## src/rtl/instr_fetch_unit.sv

```systemverilog
// instr_fetch_unit: RV32I instruction fetch stage feeding the opcode decoder.
// Issues in-order word reads to instruction memory under a credit limit, buffers returned words with
// their PCs in a small FIFO, and flushes wrong-path state on a PC redirect from execute.
// Build option: define IFU_BYPASS_EN to forward a response straight to decode when the buffer is empty.
module instr_fetch_unit #(
    parameter logic [31:0] RESET_PC   = 32'h0000_0000,
    parameter int          FIFO_DEPTH = 2
) (
    input  logic        clk,
    input  logic        rst_n,
    output logic        imem_req_valid,
    input  logic        imem_req_ready,
    output logic [31:0] imem_addr,
    input  logic        imem_rsp_valid,
    input  logic [31:0] imem_rsp_data,
    input  logic        redirect_valid,
    input  logic [31:0] redirect_pc,
    output logic        instr_valid,
    input  logic        instr_ready,
    output logic [31:0] instr,
    output logic [31:0] instr_pc,
    output logic [6:0]  opcode
);

    localparam int PTR_W = (FIFO_DEPTH > 1) ? $clog2(FIFO_DEPTH) : 1;
    localparam int CNT_W = PTR_W + 1;
    localparam logic [CNT_W:0] DEPTH_LIMIT = (CNT_W + 1)'(FIFO_DEPTH);

    // Fetch PC and request bookkeeping. outstanding counts every request still in flight, including
    // ones that will be discarded, so wrong-path slots keep holding their credit until they return.
    logic [31:0]      fetchPc;
    logic [31:0]      redirectAligned;
    logic [CNT_W-1:0] outstanding;
    logic [CNT_W-1:0] outstandingNext;
    logic [CNT_W-1:0] discard;

    // Instruction buffer and the parallel queue of issued request addresses
    logic [PTR_W-1:0] wrPtr;
    logic [PTR_W-1:0] rdPtr;
    logic [PTR_W-1:0] tagWrPtr;
    logic [PTR_W-1:0] tagRdPtr;
    logic [CNT_W-1:0] fifoCount;
    logic [31:0]      dataArr [FIFO_DEPTH];
    logic [31:0]      pcArr   [FIFO_DEPTH];
    logic [31:0]      tagArr  [FIFO_DEPTH];
    logic [31:0]      headData;
    logic [31:0]      headPc;
    logic [31:0]      tagHead;

    logic reqFire;
    logic rspKeep;
    logic fifoPush;
    logic fifoPop;
    logic fifoEmpty;
`ifdef IFU_BYPASS_EN
    logic bypassHit;
`endif

    assign redirectAligned = redirect_pc & ~32'h0000_0003;
    assign fifoEmpty       = (fifoCount == '0);
    assign headData        = dataArr[rdPtr];
    assign headPc          = pcArr[rdPtr];
    assign tagHead         = tagArr[tagRdPtr];
    assign imem_addr       = fetchPc;

    // No request during reset or a redirect cycle; otherwise only while a buffer slot is guaranteed free
    assign imem_req_valid = rst_n && !redirect_valid &&
                            (({1'b0, outstanding} + {1'b0, fifoCount}) < DEPTH_LIMIT);

    // Handshake decoding: which response is kept, when the buffer pushes/pops, next in-flight count
    always_comb begin
        reqFire = imem_req_valid && imem_req_ready;
        rspKeep = imem_rsp_valid && (discard == '0) && !redirect_valid;
        fifoPop = !fifoEmpty && instr_ready && !redirect_valid;
`ifdef IFU_BYPASS_EN
        bypassHit = fifoEmpty && rspKeep;
        fifoPush  = rspKeep && !(bypassHit && instr_ready);
`else
        fifoPush  = rspKeep;
`endif
        outstandingNext = outstanding + CNT_W'(reqFire) - CNT_W'(imem_rsp_valid);
    end

    genvar gi;
    generate
        for (gi = 0; gi < FIFO_DEPTH; gi++) begin : gEntry
            logic [31:0] dataQ;
            logic [31:0] pcQ;
            logic [31:0] tagQ;

            // Per-entry storage: buffered word with its PC, and the address of one in-flight request
            always_ff @(posedge clk or negedge rst_n) begin
                if (!rst_n) begin
                    dataQ <= '0;
                    pcQ   <= '0;
                    tagQ  <= '0;
                end else begin
                    if (fifoPush && (wrPtr == PTR_W'(gi))) begin
                        dataQ <= imem_rsp_data;
                        pcQ   <= tagHead;
                    end
                    if (reqFire && (tagWrPtr == PTR_W'(gi))) begin
                        tagQ <= fetchPc;
                    end
                end
            end

            assign dataArr[gi] = dataQ;
            assign pcArr[gi]   = pcQ;
            assign tagArr[gi]  = tagQ;
        end
    endgenerate

    // Fetch PC, in-flight/discard counters and address-tag pointers; redirect overrides everything
    always_ff @(posedge clk or negedge rst_n) begin
        if (!rst_n) begin
            fetchPc     <= RESET_PC;
            outstanding <= '0;
            discard     <= '0;
            tagWrPtr    <= '0;
            tagRdPtr    <= '0;
        end else begin
            outstanding <= outstandingNext;
            if (reqFire) begin
                tagWrPtr <= tagWrPtr + PTR_W'(1);
            end
            // Every response, kept or dropped, retires the oldest issued address
            if (imem_rsp_valid) begin
                tagRdPtr <= tagRdPtr + PTR_W'(1);
            end
            if (redirect_valid) begin
                fetchPc <= redirectAligned;
                discard <= outstandingNext;
            end else begin
                if (reqFire) begin
                    fetchPc <= fetchPc + 32'd4;
                end
                if (imem_rsp_valid && (discard != '0)) begin
                    discard <= discard - CNT_W'(1);
                end
            end
        end
    end

    // Instruction buffer pointers and occupancy; a redirect empties the buffer and ignores any pop
    always_ff @(posedge clk or negedge rst_n) begin
        if (!rst_n) begin
            wrPtr     <= '0;
            rdPtr     <= '0;
            fifoCount <= '0;
        end else if (redirect_valid) begin
            wrPtr     <= '0;
            rdPtr     <= '0;
            fifoCount <= '0;
        end else begin
            if (fifoPush) begin
                wrPtr <= wrPtr + PTR_W'(1);
            end
            if (fifoPop) begin
                rdPtr <= rdPtr + PTR_W'(1);
            end
            case ({fifoPush, fifoPop})
                2'b10:   fifoCount <= fifoCount + CNT_W'(1);
                2'b01:   fifoCount <= fifoCount - CNT_W'(1);
                default: fifoCount <= fifoCount;
            endcase
        end
    end

    // Decode-side view: buffer head, or the arriving word when forwarding around an empty buffer
    always_comb begin
        instr_valid = !fifoEmpty;
        instr       = headData;
        instr_pc    = headPc;
`ifdef IFU_BYPASS_EN
        if (bypassHit) begin
            instr_valid = 1'b1;
            instr       = imem_rsp_data;
            instr_pc    = tagHead;
        end
`endif
    end

    assign opcode = instr[6:0];

endmodule

```

## config.mk

```make
export PLATFORM = sky130hd
export DESIGN_NAME = instr_fetch_unit
export DESIGN_NICKNAME = d
export VERILOG_FILES = /design/src/rtl/instr_fetch_unit.sv
export SDC_FILE = /design/constraint.sdc
export NUM_CORES = 1
export LEC_CHECK = 0
export ABC_AREA = 1
export CAP_MARGIN = 20
export CORE_MARGIN = 4
export CORE_UTILIZATION = 50
export DETAILED_ROUTE_END_ITERATION = 8
export HOLD_SLACK_MARGIN = 0.08
export PLACE_DENSITY = 0.73
export SYNTH_ARGS = -nofsm -noshare
export SYNTH_HDL_FRONTEND = slang
export SYNTH_SLANG_ARGS = --single-unit
```

## constraint.sdc

```tcl
create_clock -name clk -period 3.6 [get_ports clk]
set_input_delay 0.72 -clock clk [delete_from_list [all_inputs] [get_ports clk]]
set_output_delay 0.72 -clock clk [all_outputs]
set_load 0.02 [all_outputs]
```

-- Word-level counts from Yosys, hierarchy flattened
Index checks and enable logic that the tools add are counted.
W data, S select, Z words.
- bits in registers: 234
- input bits: 70
- output and inout port bits: 105
- word-level logic and storage cells: 75
- $add $sub $neg: 11
- magnitude comparators: 3
- equal/unequal tests: 2
- mux-type cells: 19
- bitwise operators: 4
- reduce and logical (&&, ||, !) cells: 22
- operators with widths (kind ; number):
    $mux W32 ; 11
    $add A32 B3 Y32 const B ; 1
    $logic_and A1 B1 Y1 ; 12
    $reduce_bool A2 Y1 ; 5
    $mux W2 ; 3
    $add A1 B1 Y1 const B ; 4
    $ge A2 B2 Y1 const B ; 2
    $logic_not A2 Y1 ; 2
    $mux W1 ; 4
    $not A1 Y2 ; 2
    $pmux W2 S2 ; 1
    $sub A2 B1 Y2 const B ; 2
    $add A2 B2 Y3 ; 1
    $lt A3 B2 Y1 const B ; 1
    $reduce_bool A3 Y1 ; 1
    $add A2 B1 Y2 ; 1
    $add A2 B1 Y2 const B ; 1
    $eq A2 B1 Y1 const B ; 1
    $eq A2 B2 Y1 const B ; 1
    $logic_not A1 Y1 ; 2
    $not A1 Y1 ; 2
    $sub A2 B1 Y2 ; 1

-- Longest topological paths before layout
Gate-level depths: netlist of the first run.
- word-level depth: 7
- gate-level depth with buffers: 12

-- Least setup slack after synthesis of the first run
Ideal clock, no wire load.
- kind: reg2reg
- from: register fifoCount[0]
- to: register discard[1]
- data arrival time: 2022 ps
- slack: 1465 ps
- cell stages (with the launch flop): 13
- buffers on the path: 0
- clock period less this slack: 2135 ps
- cell sequence: dfrtp_1 nand2_1 inv_1 fa_1 nor2_2 nand4_4 ha_1 inv_1 ha_1 xnor2_1 nand2_1 nand2_1 inv_1
- cells in the longest elaborated chain, start to end: 7
- ends and longest elaborated chain (what ; line ; text):
    start: declaration ; 42 ; logic [CNT_W-1:0] fifoCount;
    start signal: assignment ; 163 ; 2'b10: fifoCount <= fifoCount + CNT_W'(1);
    start signal: assignment ; 164 ; 2'b01: fifoCount <= fifoCount - CNT_W'(1);
    start signal: assignment ; 165 ; default: fifoCount <= fifoCount;
    $add A2 B2 Y3 ; 68 ; (({1'b0, outstanding} + {1'b0, fifoCount}) < DEPTH_LIMIT);
    $lt A3 B2 Y1 ; 68 ;
    $logic_and A1 B1 Y1 ; 67 ; assign imem_req_valid = rst_n && !redirect_valid &&
    $logic_and A1 B1 Y1 ; 72 ; reqFire = imem_req_valid && imem_req_ready;
    $add A2 B1 Y2 ; 81 ; outstandingNext = outstanding + CNT_W'(reqFire) - CNT_W'(imem_rsp_valid);
    $sub A2 B1 Y2 ; 81 ;
    $mux W2 ; 131 ; if (redirect_valid) begin
    end signal: assignment ; 133 ; discard <= outstandingNext;
    end signal: assignment ; 139 ; discard <= discard - CNT_W'(1);
    end: declaration ; 35 ; logic [CNT_W-1:0] discard;
Every way passes these cells.
A chain may end at the register's enable or synchronous reset.

-- Worst setup path in the final report of the first run
- from: register fifoCount[0]
- to: output imem_req_valid
- cells in the longest elaborated chain, start to end: 3
- ends and longest elaborated chain (what ; line ; text):
    $add A2 B2 Y3 ; 68 ;
    $lt A3 B2 Y1 ; 68 ;
    $logic_and A1 B1 Y1 ; 67 ;
    end: declaration ; 11 ; output logic imem_req_valid,
Every way passes these cells.

==> results.cfg, run 1 <==
[status]
status = finished, final reports clean

[floorplanning]
core_area_um2 = 21090
die-area_um2 = 23940
die_w_um = 154.7
pin_count = 175
start_util = 0.5105
die_h_um = 154.7
num_rows = 53

[setup_path]
crit_path_end_kind = output port
critical_path.top_delay_family = buffers and inverters
crit_path_max_incr_delay_ns = 0.59
cp-start-kind = register
cp_slowest_cell = clkdlybuf4s50_1
path_buf_inv = 3
cp_max_fo = 4
crit_arrival_ns = 2.37
criticalPathCategory = reg2out
cp_common_cell = inv_1
worstPathRequired_ns = 2.88
cp_cell_sequence = nand2_1 -> inv_1 -> fa_1 -> nor2_2 -> nand3_1 -> inv_1 -> clkdlybuf4s50_1

[logic_synthesis]
synth_flop_cell = dfrtp_1
yosysTopAreaCell = dfrtp_1
yosysUniqueCellTypes = 32
yosysMostFrequentCell = nand2_1
synth_top_cell_area_share = 0.5207
synthTopCellsByArea = dfrtp_1, nand2_1, o21ai_0
syn_area_um2 = 10770
synthCells = 1327
synthArstFlopShare = 1.000
synth-edff-count = 0
avgSynthCellArea_um2 = 8.113
synth-warning-count = 0
ys_top_cells_by_count = nand2_1, dfrtp_1, o21ai_0
synth_seq_cells = 224
synth_seq_area_share = 0.5207

[grt]
busiest_layer = met2
grtUsageMet3 = 0.02658
track_usage = 0.2151
use_met2 = 0.3582
antenna_found_initial = 0
overflow = 0
grt_pass1_wl_um = 42940
gr-usage-met1 = 0.3021
grt_pass1_vias = 8692
grt_max_degree = 171

[pwr]
power.internal_mw = 6.811
leakage_nw = 6.410
clkPwrFrac = 0.227
power_density_nw_per_um2 = 803.9
peakVddDrop_v = 0.0004661
pwr-share-seq = 0.378
comb_power_share = 0.395
switching_share = 0.3638
switching_power_mw = 3.895

[layout]
nets = 1539
final_cells = 1756
synthToLayoutAreaGrowth_pct = 23.71
layout-drive-gt1-share = 0.08508
n_antenna_cell = 0

[clocking]
clk_latency_ns = 0.51
cts_tree = done
clock_sinks = 224
cts_resized = 0
cts_max_path_buffers = 3
htreeDepth = 1
clkTransAtPathRegs_ns = 0.06
postCtsSetupBuffers = 0
cts_buffers = 23
cts_root_buffer = clkbuf_16

[worst_hold_path]
hold_path_class = reg2reg

[timing]
hold_violations = 0
finClkSkew_ns = 0.01084
min_period_ns = 3.093
rsz0062_at_grt = false
period_share = 0.8593
tightest_slew_ns = 0.9792
slew_headroom = 0.3472
clock.fmax_mhz = 323.3
fin_tns_setup_ns = 0
setup_viol = 0
slew_violations = 0

[drt]
via_per_inst = 5.036
drc_errors = 0
first_iter_violations = 646
firstDrtPassIters = 5
wire_per_inst_um = 14.48
drt_wl_total_um = 25430
ant_nets = 0
vias = 8843

[placement]
place_congestion = 0.9140
numPortBuffers = 168
place_inst = 1713
hpwl_um = 17340

[flow_run]
drv_cap = 0
-- worst min-delay path, delay by kind of cell, from the launching register on --
kind            cells  cell delay [ns]
flops               1             0.34
compound gates      1             0.04
simple gates        1             0.06
-- logic make-up after synthesis --
kind of cell / share of synthesized area
AO/OA/AOI/OAI: 0.1133
XOR/XNOR: 0.006509
adder cells (fa/ha/maj): 0.006509
buffers and inverters: 0.08821
flip-flops: 0.5207
multiplexers: 0.03243
other: 0.0003483
AND/OR/NAND/NOR: 0.2320
-- cell usage in the layout (no fill, tap or decap), drive strengths merged, types with 2 or more instances in the layout --
| master | synthesis | layout |
|---|---|---|
| nand4 | 3 | 3 |
| nor2 | 46 | 46 |
| clkinvlp | 0 | 2 |
| mux2 | 31 | 31 |
| nor3 | 2 | 2 |
| xor2 | 6 | 6 |
| buf | 44 | 15 |
| conb | 1 | 4 |
| ha | 4 | 4 |
| and2 | 2 | 2 |
| o211ai | 5 | 5 |
| clkinv | 2 | 5 |
| clkdlybuf4s50 | 0 | 167 |
| o21ai | 210 | 210 |
| clkbuf | 30 | 34 |
| nand3 | 50 | 50 |
| bufinv | 0 | 2 |
| a21oi | 2 | 2 |
| dfrtp | 224 | 224 |
| nand2 | 530 | 530 |
| xnor2 | 2 | 2 |
| inv | 130 | 131 |
-- per-stage QoR --
stage / worst slack [ns] / area (um2) / hold WS, ns / util / total power [mW]
4_1_cts: 0.4782 / 13320 / 0.4812 / 0.6315 / 10.81
6_report: 0.5066 / 13320 / 0.4786 / 0.6315 / 10.71
2_1_floorplan: 1.465 / 10780 / 0.4244 / - / 6.680
5_1_grt: 0.3877 / 13320 / 0.4910 / 0.6315 / 11.48
3_3_place_gp: 0.2983 / 12520 / 0.4595 / 0.5938 / 8.216
3_5_place_dp: 0.2613 / 12520 / 0.4657 / 0.5938 / 8.327
-- power groups by stage --
stage	Combinational (mW)	Clock (mW)	Sequential (mW)
floorplan	2.67	0	4.01
global placement	4.17	0	4.05
detailed placement	4.25	0	4.08
CTS	4.28	2.48	4.05
global route	4.71	2.59	4.18
finish	4.23	2.43	4.05
-- final timing paths --
kind	startpoint	endpoint	slack, ns	cells after the start
max in group asynchronous	rst_n	gEntry[0].pcQ[7]$_DFFE_PN0P_	1.80	3
hold reg to reg	gEntry[0].tagQ[11]$_DFFE_PN0P_	gEntry[0].tagQ[11]$_DFFE_PN0P_	0.48	2
setup / recovery	fifoCount[0]$_DFFE_PN0P_	imem_req_valid	0.51	7
hold / removal	gEntry[0].tagQ[11]$_DFFE_PN0P_	gEntry[0].tagQ[11]$_DFFE_PN0P_	0.48	2
min in group asynchronous	rst_n	imem_addr[10]$_DFFE_PN0P_	0.62	2
setup reg to reg	fifoCount[0]$_DFFE_PN0P_	gEntry[0].tagQ[9]$_DFFE_PN0P_	0.99	9
-- layout make-up --
class,instances,area [um2]
clock buffer,34,686.9
clock inverter,8,98.84
fill,1834,7770
inverter,132,495.5
multi-input combinational,900,4222
sequential,224,5607
tap,275,344.1
timing repair buffer,183,1864
-- timing repair --
item / CTS / global route
hold buffers: 1 / 0
endpoints found under the setup margin: 0 / 0
endpoints found under the hold margin: 10 / 0
-- per-layer routing --
metal	share of wire	routed length, um	vias up
met5	0	0	-
met4	0.020	496	0
met3	0.051	1291	38
met2	0.48	12170	225
met1	0.45	11470	4144
li1	-	-	4436
-- registers in the layout, summed over array words and instances (netlist names) --
| name | cells |
|---|---|
| discard | 2 |
| gEntry.dataQ | 64 |
| tagRdPtr | 1 |
| wrPtr | 1 |
| outstanding | 2 |
| gEntry.tagQ | 60 |
| gEntry.pcQ | 60 |
| tagWrPtr | 1 |
| fifoCount | 2 |
| imem_addr | 30 |
| rdPtr | 1 |
(Power assumes the default switching activity.)
==> run 2: changes to the inputs <==
--- a/config.mk
+++ b/config.mk
@@ -12,6 +12,7 @@
 export DETAILED_ROUTE_END_ITERATION = 8
 export HOLD_SLACK_MARGIN = 0.08
 export PLACE_DENSITY = 0.73
+export SLEW_MARGIN = 20
 export SYNTH_ARGS = -nofsm -noshare
 export SYNTH_HDL_FRONTEND = slang
 export SYNTH_SLANG_ARGS = --single-unit
==> results of run 2 <==
Final layout, timing and power as in run 1 (identical DEF).
